$ cat src/rtl/gun_input_ctl.sv
// Light-gun input controller: synchronizes and debounces the trigger, requests a
// highlight frame, samples the photodetector and reports hit or miss per shot.
`timescale 1ns / 1ps

module gun_input_ctl #(
  parameter int unsigned DEBOUNCE_CYCLES = 650000,
  parameter int unsigned SETTLE_FRAMES   = 1,
  parameter int unsigned DETECT_FRAMES   = 1
) (
  input  logic clk,
  input  logic rst_n,
  input  logic trigger_raw_i,
  input  logic photo_raw_i,
  input  logic frame_start_i,
  output logic flash_req_o,
  output logic shot_o,
  output logic hit_o,
  output logic miss_o,
  output logic busy_o
);

  localparam int unsigned DbTarget  = (DEBOUNCE_CYCLES == 0) ? 1 : DEBOUNCE_CYCLES;
  localparam int unsigned DbW       = $clog2(DbTarget + 1);
  localparam int unsigned FrameMax  = (SETTLE_FRAMES > DETECT_FRAMES) ? SETTLE_FRAMES
                                                                      : DETECT_FRAMES;
  localparam int unsigned CntW      = (FrameMax < 1) ? 1 : $clog2(FrameMax + 1);
  localparam logic [CntW-1:0] SettleTgt = CntW'(SETTLE_FRAMES);
  localparam logic [CntW-1:0] DetectTgt = CntW'(DETECT_FRAMES);
  localparam logic [DbW-1:0]  DbLast    = DbW'(DbTarget - 1);

  typedef enum logic [2:0] {
    StIdle,
    StWaitFrame,
    StSettle,
    StSample,
    StReport,
    StRelease
  } state_e;

  state_e          state_q, state_d;
  logic            trig_s1_q, trig_s2_q;
  logic            photo_s1_q, photo_s2_q;
  logic            deb_q, deb_d;
  logic            deb_prev_q;
  logic [DbW-1:0]  db_cnt_q, db_cnt_d;
  logic [CntW-1:0] frame_cnt_q, frame_cnt_d;
  logic [CntW-1:0] frame_inc;
  logic            hit_flag_q, hit_flag_d;
  logic            flash_q, flash_d;
  logic            shot_q, shot_d;
  logic            deb_rise;

  always_ff @(posedge clk or negedge rst_n) begin
    if (!rst_n) begin
      state_q     <= StIdle;
      trig_s1_q   <= 1'b0;
      trig_s2_q   <= 1'b0;
      photo_s1_q  <= 1'b0;
      photo_s2_q  <= 1'b0;
      deb_q       <= 1'b0;
      deb_prev_q  <= 1'b0;
      db_cnt_q    <= '0;
      frame_cnt_q <= '0;
      hit_flag_q  <= 1'b0;
      flash_q     <= 1'b0;
      shot_q      <= 1'b0;
    end else begin
      state_q     <= state_d;
      trig_s1_q   <= trigger_raw_i;
      trig_s2_q   <= trig_s1_q;
      photo_s1_q  <= photo_raw_i;
      photo_s2_q  <= photo_s1_q;
      deb_q       <= deb_d;
      deb_prev_q  <= deb_q;
      db_cnt_q    <= db_cnt_d;
      frame_cnt_q <= frame_cnt_d;
      hit_flag_q  <= hit_flag_d;
      flash_q     <= flash_d;
      shot_q      <= shot_d;
    end
  end

  // Level flips on the DEBOUNCE_CYCLES-th consecutive disagreeing cycle.
  always_comb begin
    deb_d    = deb_q;
    db_cnt_d = '0;
    if (trig_s2_q != deb_q) begin
      if (db_cnt_q == DbLast) begin
        deb_d = trig_s2_q;
      end else begin
        db_cnt_d = db_cnt_q + DbW'(1);
      end
    end
  end

  assign deb_rise  = deb_q & ~deb_prev_q;
  assign frame_inc = (&frame_cnt_q) ? frame_cnt_q : frame_cnt_q + CntW'(1);

  always_comb begin
    state_d     = state_q;
    frame_cnt_d = frame_cnt_q;
    hit_flag_d  = hit_flag_q;
    flash_d     = flash_q;
    shot_d      = 1'b0;
    unique case (state_q)
      StIdle: begin
        if (deb_rise) begin
          shot_d  = 1'b1;
          state_d = StWaitFrame;
        end
      end
      StWaitFrame: begin
        // A frame_start coincident with the shot pulse belongs to the old frame.
        if (frame_start_i && !shot_q) begin
          flash_d     = 1'b1;
          frame_cnt_d = '0;
          if (SETTLE_FRAMES == 0) begin
            hit_flag_d = 1'b0;
            state_d    = StSample;
          end else begin
            state_d = StSettle;
          end
        end
      end
      StSettle: begin
        if (frame_start_i) begin
          if (frame_inc >= SettleTgt) begin
            frame_cnt_d = '0;
            hit_flag_d  = 1'b0;
            state_d     = StSample;
          end else begin
            frame_cnt_d = frame_inc;
          end
        end
      end
      StSample: begin
        if (frame_start_i && (frame_inc >= DetectTgt)) begin
          state_d = StReport;
        end else begin
          if (frame_start_i) begin
            frame_cnt_d = frame_inc;
          end
          if (photo_s2_q) begin
            hit_flag_d = 1'b1;
          end
        end
      end
      StReport: begin
        flash_d     = 1'b0;
        frame_cnt_d = '0;
        state_d     = StRelease;
      end
      StRelease: begin
        if (!deb_q) begin
          state_d = StIdle;
        end
      end
      default: state_d = StIdle;
    endcase
  end

  assign flash_req_o = flash_q;
  assign shot_o      = shot_q;
  assign hit_o       = (state_q == StReport) && hit_flag_q;
  assign miss_o      = (state_q == StReport) && !hit_flag_q;
  assign busy_o      = (state_q != StIdle);

endmodule

$ cat config.mk
export PLATFORM = sky130hd
export DESIGN_NAME = gun_input_ctl
export DESIGN_NICKNAME = d
export VERILOG_FILES = /design/src/rtl/gun_input_ctl.sv
export SDC_FILE = /design/constraint.sdc
export NUM_CORES = 1
export LEC_CHECK = 0
export ABC_AREA = 0
export BUFFER_PORTS_ARGS = -buffer_cell sky130_fd_sc_hd__buf_2
export CAP_MARGIN = 25
export CELL_PAD_IN_SITES_DETAIL_PLACEMENT = 1
export CELL_PAD_IN_SITES_GLOBAL_PLACEMENT = 1
export CORE_MARGIN = 3
export CORE_UTILIZATION = 40
export DETAILED_ROUTE_END_ITERATION = 16
export PLACE_DENSITY_LB_ADDON = 0.2
export SYNTH_ARGS = -nofsm -noshare
export SYNTH_HDL_FRONTEND = slang
export SYNTH_SLANG_ARGS = --single-unit
export TNS_END_PERCENT = 10
$ cat constraint.sdc
create_clock -name clk -period 1.8 [get_ports clk]
set_input_delay 0.18 -clock clk [delete_from_list [all_inputs] [get_ports clk]]
set_output_delay 0.18 -clock clk [all_outputs]
set_load 0.1 [all_outputs]
Yosys cells after proc, flatten, opt, wreduce, memory -nomap -nowiden --
Cells that the tools add are included. W data, S select, Z words.
Word-level totals: bits in latches 0, RAM bits 0, memories kept 0, ROM bits 0, input port bits 5, register bits 33
Cells by class: equal/unequal tests 16, reduce and logical (&&, ||, !) cells 16, multiplexer cells 25, shifts and indexed selects 0, multiply operators 0, $add $sub $neg 2, magnitude comparators 1, bitwise logic cells 2, divide/modulo/power cells 0
Operator list (number):
- $mux W20 | 2
- $add A20 B1 Y20 const B | 1
- $eq A20 B20 Y1 const B | 1
- $mux W3 | 6
- $ne A2 B2 Y1 const B | 9
- $pmux W3 S6 | 1
- $mux W1 | 13
- $reduce_and A5 Y1 | 2
- $eq A3 B2 Y1 const B | 2
- $eq A3 B3 Y1 const B | 2
- $reduce_and A6 Y1 | 1
- $logic_and A1 B1 Y1 | 4
- $pmux W1 S2 | 2
- $pmux W1 S4 | 1
- $reduce_and A2 Y1 | 2
- $reduce_bool A2 Y1 | 2
- $reduce_bool A4 Y1 | 1
- $eq A3 B1 Y1 const B | 1
- $logic_not A3 Y1 | 1
- $reduce_bool A3 Y1 | 1
- $logic_not A1 Y1 | 2
- $add A1 B1 Y1 const B | 1
- $and A1 B1 Y1 | 1
- $ge A1 B1 Y1 const B | 1
- other kinds (2) | 2

Depth between registers and ports, before layout --
Gate-level depths: netlist of run 1.
depth after elaboration 6, gate-level depth with buffers 5, gate-level depth less buffers 5

Least setup slack after synthesis of run 1 --
OpenSTA, ideal clock, no wires.
path kind register -> output, start point reg state_q[1], end point out miss_o, path slack -2071 ps, arrival 3691 ps, cell stages (with the launch flop) 3, required time 1620 ps, cells stage by stage dfrtp_1 -> clkbuf_1 -> nor4b_1
On the way: longest elaborated chain between the ends 2
RTL lines:
- start, declared | line 40 | state_e state_q, state_d;
- start signal, assigned | line 55 | state_q <= StIdle;
- start signal, assigned | line 68 | state_q <= state_d;
- $eq A3 B3 Y1 | line 165 | assign miss_o = (state_q == StReport) && !hit_flag_q;
- $logic_and A1 B1 Y1 | line 165
- end, declared | line 18 | output logic miss_o,
Every way passes these cells.

Worst setup path after layout of run 1 --
start point reg db_cnt_q[6], end point reg deb_q
On the way: longest elaborated chain between the ends 2
RTL lines:
- start, declared | line 45 | logic [DbW-1:0] db_cnt_q, db_cnt_d;
- start signal, assigned | line 75 | db_cnt_q <= db_cnt_d;
- $eq A20 B20 Y1 | line 88 | if (db_cnt_q == DbLast) begin
- $reduce_and A2 Y1 (no line)
- end signal, assigned | line 60 | deb_q <= 1'b0;
- end signal, assigned | line 73 | deb_q <= deb_d;
- end, declared | line 43 | logic deb_q, deb_d;
Every way passes these cells. A chain may end at the register's enable or synchronous reset.

==> results of run 1 <==
## power breakdown
| group | internal [mW] | switching (mW) |
|---|---|---|
| logic | 0.0201 | 0.0311 |
| registers | 0.729 | 0.00668 |
| clock network | 0.311 | 0.251 |
| total | 1.06 | 0.289 |
## critical path: stages, from the launching register on
cell	delay, ns
dfrtp_1	0.42
nor4_1	0.27
nand4_1	0.21
nor4_1	0.36
mux2_2	0.38
## path summary, 6_finish.rpt
check,to,cells after the start,slack (ns)
setup / recovery,deb_q$_DFFE_PN0P_,4,0.05
min in group asynchronous,state_q[0]$_DFFE_PN0P_,2,0.49
setup reg to reg,deb_q$_DFFE_PN0P_,4,0.05
hold reg to reg,trig_s2_q$_DFF_PN0_,0,0.35
max in group asynchronous,db_cnt_q[17]$_DFF_PN0_,2,0.85
hold / removal,hit_flag_q$_DFFE_PN0P_,4,0.26
## layout by cell type, fill, tap and decap left out, drive strengths merged
cell and instances:
mux2i 1, o22ai 2, a21boi 1, a211oi 1
clkbuf 9, o41ai 1, xor2 2, nand2b 2
dlygate4sd3 3, nor4 7, nand2 6, nor3 5
nor2 29, or3 5, nor3b 1, nand4 6
ha 1, nor4bb 1, inv 7, buf 17
dfrtp 32, a21oi 2, nor4b 1, nand3 6
nor2b 1, o21ai 9, mux2 1, xnor2 15
## layer usage
metal	share of wire [%]	routed length, µm	global-route usage [%]	vias up
met4	3.2	113	11.9	0
li1	-	-	-	558
met1	43	1520	22.1	587
met5	0	0	0	-
met3	2.6	93	5.06	8
met2	52	1830	33.0	15
## state kept, by name, indices dropped and copies added, names as in the netlist
signal	count
db_cnt_q	20
deb_prev_q	1
deb_q	1
flash_req_o	1
hit_flag_q	1
photo_s1_q	1
photo_s2_q	1
shot_o	1
state_q	3
trig_s1_q	1
trig_s2_q	1
## area by class of cell
| type | count | area, µm² |
|---|---|---|
| Multi-Input combinational cell | 106 | 683 |
| Inverter | 7 | 26.3 |
| Fill cell | 410 | 1660 |
| Timing Repair Buffer | 21 | 149 |
| Clock buffer | 8 | 90.1 |
| Tap cell | 46 | 57.6 |
| Sequential cell | 32 | 801 |
## cells by family (layout without fill, tap and decap cells)
kind of cell | Yosys count | after routing | share of synthesized area [%]
flops | 32 | 32 | 53.7
simple gates | 70 | 70 | 23.4
buf+inv | 11 | 36 | 3.27
mux | 2 | 2 | 1.43
fa+ha+maj | 1 | 1 | 0.839
compound gates | 16 | 16 | 7.38
xor+xnor | 17 | 17 | 9.98
## Yosys cell counts, drive strengths merged, types with 3 or more instances
cell,instances
nor2,29
nor4,7
or3,5
dfrtp,32
inv,7
o21ai,9
xnor2,15
clkbuf,3
nor3,5
nand4,6
nand3,6
nand2,6
## repair_timing
| action | 4_1_cts | 5_1_grt |
|---|---|---|
| hold buffers | 3 | 0 |
| setup endpoints to repair | 1 | 15 |
| endpoints found under the hold margin | 34 | 0 |
| resized for setup | 1 | 3 |
==> impl_metrics.tcl, run 1 <==
set metrics [dict create \
    r2r_start "db_cnt_q[6]$_DFF_PN0_" \
    clkTransAtPathRegs_ns 0.06 \
    utilization_pct 52.1 \
    numCtsBuffers 5 \
    synth_ff_type "dfrtp_1" \
    fin_hold_ws_ns 0.260 \
    critPathLaunchType "flop" \
    antenna_cells 0 \
    vias 1168 \
    clock_skew_ns 0.00373 \
    status "complete, no violations" \
    synth_area_leaders "dfrtp_1 (54%), xnor2_1 (8.8%), nor2_1 (7.3%), o21ai_0 (3.0%), nor4_1 (2.9%)" \
    criticalPathCategory "reg2reg" \
    grt_pass1_wl_um 6280 \
    clock-sinks 32 \
    viasPerCell 5.31 \
    initial_core_util_pct 43.0 \
    drt_iter0_markers 57 \
    hp-class "in2reg" \
    dp_slack_ns -0.113 \
    dieWidth_um 67.1 \
    htree_num_levels 2 \
    placed_area_um2 1670 \
    core_um2 3470 \
    drcViolationCount 0 \
    leakagePower_nw 0.759 \
    setup_viol_count_final 0 \
    netlist.area_leader.share_pct 53.7 \
    drv_slew 0 \
    fin_ws_ns 0.0472 \
    drt_wl_total_um 3560 \
    synthToLayoutAreaGrowth_pct 21.1 \
    grt_pass1_vias 1303 \
    grt_usage_pct 19.7 \
    ys_warn_count 0 \
    synth_top_cell_by_area "dfrtp_1" \
    fmax_mhz 571 \
    cts-root-buf "clkbuf_8" \
    synth_area_per_cell_um2 10.0 \
    synth_cell_type_count 29 \
    rsz0062_at_grt "true" \
    tightest_slew_ns 0.721 \
    synthArstFlopShare_pct 100 \
    power_density_nw_per_um2 747 \
    port_buffers 9 \
    ctsLongestPathBuffers 2 \
    worstHoldStart "frame_start_i" \
    rows 21 \
    io_pins 10 \
    syn-instance-count 149 \
    ys_seq_area_share_pct 53.7 \
    wl_per_cell_um 16.2 \
    fin_crit_sh_pct 97.4 \
    stdcell_count 220 \
    power_mw 1.35 \
    period_needed_ns 1.75 \
    grt_max_degree 33 \
    grt_overflow 0 \
    dp_hpwl_um 2580 \
    drive_above_1_share_pct 17.8 \
    synthesis.area_um2 1490 \
    cap_violations 0 \
    dpl.cell_count 209 \
    cp.required_ns 1.97 \
    postRouteAntennaNets 0 \
    crit_start "db_cnt_q[6]$_DFF_PN0_" \
    cp.arrival_ns 1.92 \
    fp.dieH_um 67.1 \
    ir_worst_vdd_uv 417 \
    post_cts_buffers 0 \
    setup_tns_ns 0 \
    end_kind "flop" \
    die_area_um2 4500 \
    fin_nets 179 \
    slew_headroom_pct 51.9 \
    syn_nets 155 \
    synth_edf_count 0 \
    cts_tree "done" \
    hold_viol 0 \
    gp_congestion 0.801 \
    ys_seq_elements 32 \
    dr.pass1.iters 4 \
    clk-insertion-delay-late_ns 0.28 \
    finalInstanceArea_um2 1810 \
    cp_max_fo 4 \
    antenna_found_initial 0 \
]
No activity file was read; power rests on OpenSTA's default activity.
==> run 2, diff against run 1 <==
--- a/config.mk
+++ b/config.mk
@@ -6,13 +6,13 @@
 export NUM_CORES = 1
 export LEC_CHECK = 0
 export ABC_AREA = 0
-export BUFFER_PORTS_ARGS = -buffer_cell sky130_fd_sc_hd__buf_2
 export CAP_MARGIN = 25
-export CELL_PAD_IN_SITES_DETAIL_PLACEMENT = 1
+export CELL_PAD_IN_SITES_DETAIL_PLACEMENT = 0
 export CELL_PAD_IN_SITES_GLOBAL_PLACEMENT = 1
 export CORE_MARGIN = 3
 export CORE_UTILIZATION = 40
 export DETAILED_ROUTE_END_ITERATION = 16
+export DONT_BUFFER_PORTS = 1
 export PLACE_DENSITY_LB_ADDON = 0.2
 export SYNTH_ARGS = -nofsm -noshare
 export SYNTH_HDL_FRONTEND = slang
==> impl_metrics.tcl, run 2 (synthesis results as in run 1) <==
set metrics [dict create \
    cp_max_fo 12 \
    cp.arrival_ns 1.83 \
    dp_hpwl_um 2010 \
    fin_nets 177 \
    numCtsBuffers 5 \
    drt_wl_total_um 2800 \
    gp_congestion 0.777 \
    p_int_mw 1.09 \
    placed_area_um2 1670 \
    grt_overflow 0 \
    stdcell_count 217 \
    layout_common_cells "dfrtp_1 (32), nor2_1 (29), xnor2_1 (15), buf_4 (15), o21ai_0 (9)" \
    synthToLayoutAreaGrowth_pct 22.9 \
    power_mw 1.36 \
    fp.dieH_um 67.1 \
    pwr-share-comb_pct 3.6 \
    tightest_slew_ns 0.446 \
    fmax_mhz 600 \
    seqPwrFrac_pct 54.0 \
    hp-class "in2reg" \
    p_clk_share_pct 42.4 \
    clk-insertion-delay-late_ns 0.27 \
    end_kind "flop" \
    grt_pass1_vias 1078 \
    final_common_cell "dfrtp_1" \
    leakagePower_nw 0.749 \
    postRouteAntennaNets 0 \
    htree_num_levels 2 \
    cts_tree "done" \
    critical_path.cell_chain "nand2_1 > or3_4 > o41ai_4 > buf_4 > nor2_1" \
    setup_viol_count_final 0 \
    slowest_delay_ns 0.42 \
    status "complete, no violations" \
    hold_viol 0 \
    port_buffers 0 \
    antenna_cells 0 \
    criticalPathCategory "reg2reg" \
    p_sw_mw 0.273 \
    vias 1102 \
    multiInputGateArea_um2 689 \
    fin_hold_ws_ns 0.105 \
    dpl.cell_count 206 \
    dr.pass1.iters 4 \
    grt_usage_pct 14.9 \
    rsz0062_at_grt "false" \
    drt_iter0_markers 45 \
    drcViolationCount 0 \
    ir_worst_vdd_uv 476 \
    slew_headroom_pct 70.0 \
    utilization_pct 52.8 \
    dieWidth_um 67.1 \
    clock_skew_ns 0.00374 \
    switching_share_pct 20.0 \
    clkTransAtPathRegs_ns 0.06 \
    power_density_nw_per_um2 744 \
    initial_core_util_pct 43.0 \
    antenna_found_initial 0 \
    die_area_um2 4500 \
    viasPerCell 5.08 \
    largest_reg_flops 20 \
    cap_violations 0 \
    critPathLaunchType "flop" \
    top_regs "db_cnt_q (20), state_q (3)" \
    core_um2 3470 \
    grt_pass1_wl_um 4910 \
    period_needed_ns 1.67 \
    finalInstanceArea_um2 1830 \
    ff2ff_setup_slack_ns 0.13 \
    cp.required_ns 1.96 \
    ff_latch_area_um2 801 \
    fillers 331 \
    rows 21 \
    io_pins 10 \
    cp_slowest_cell "dfrtp_1" \
    drv_slew 0 \
    drive_above_1_share_pct 18.7 \
    fin_crit_sh_pct 92.6 \
    grt_max_degree 33 \
    critical_path_buf_inv_count 1 \
    cts-root-buf "clkbuf_8" \
    regMostFlops "db_cnt_q" \
    wl_per_cell_um 12.9 \
    clock-sinks 32 \
    crit_family "simple AND/OR/NAND/NOR gates" \
    ctsLongestPathBuffers 2 \
]
==> run 2: layer usage <==
metal,vias up,GRT usage (%),part of all wire (%)
li1,555,-,-
met1,527,18.6,47
met2,16,23.7,47
met3,4,4.05,3.6
met4,0,6.84,2.1
met5,-,0,0
==> run 2: power groups by stage <==
stage	logic (mW)	registers, mW	clock network (mW)
after floorplan	0.0211	0.748	0
after global placement	0.0254	0.749	0
after detailed placement	0.0256	0.750	0
after CTS	0.0508	0.736	0.599
after global routing	0.0556	0.737	0.627
final	0.0490	0.737	0.578
==> run 2: cell type report <==
type	instances	share of cell area [%]
multi-input cells	106	37.6
clock buffers	7	5.26
repair buffers	19	8.87
flip-flops and latches	32	43.7
inverters	7	1.43
well taps	46	3.14
==> run 2: path summary, 6_finish.rpt <==
check,cells past startpoint,endpoint,from
max,5,db_cnt_q[4]$_DFF_PN0_,db_cnt_q[8]$_DFF_PN0_
min,3,hit_flag_q$_DFFE_PN0P_,frame_start_i
max reg2reg,5,db_cnt_q[4]$_DFF_PN0_,db_cnt_q[8]$_DFF_PN0_
min reg2reg,0,trig_s2_q$_DFF_PN0_,trig_s1_q$_DFF_PN0_
max in group asynchronous,2,db_cnt_q[4]$_DFF_PN0_,rst_n
min in group asynchronous,2,db_cnt_q[7]$_DFF_PN0_,rst_n
==> run 2: what timing repair did <==
action,CTS,global route
setup endpoints to repair,0,16
gates resized for setup,0,3
endpoints found under the hold margin,34,0
setup buffers,0,0
hold buffers,4,0
==> run 2: metrics by stage <==
step / setup TNS, ns / worst slack, ns
3_5_place_dp: 0 / 0.0149
6_report: 0 / 0.133
4_1_cts: 0 / 0.00137
2_1_floorplan: -0.00685 / -0.00685
3_3_place_gp: 0 / 0.0653
5_1_grt: 0 / 0.0206
==> run 2: worst register-to-register path, stage by stage, from the launching register on <==
cell     delay [ns]
dfrtp_1        0.42
nand2_1        0.11
or3_4          0.36
o41ai_4        0.36
buf_4          0.24
nor2_1         0.07
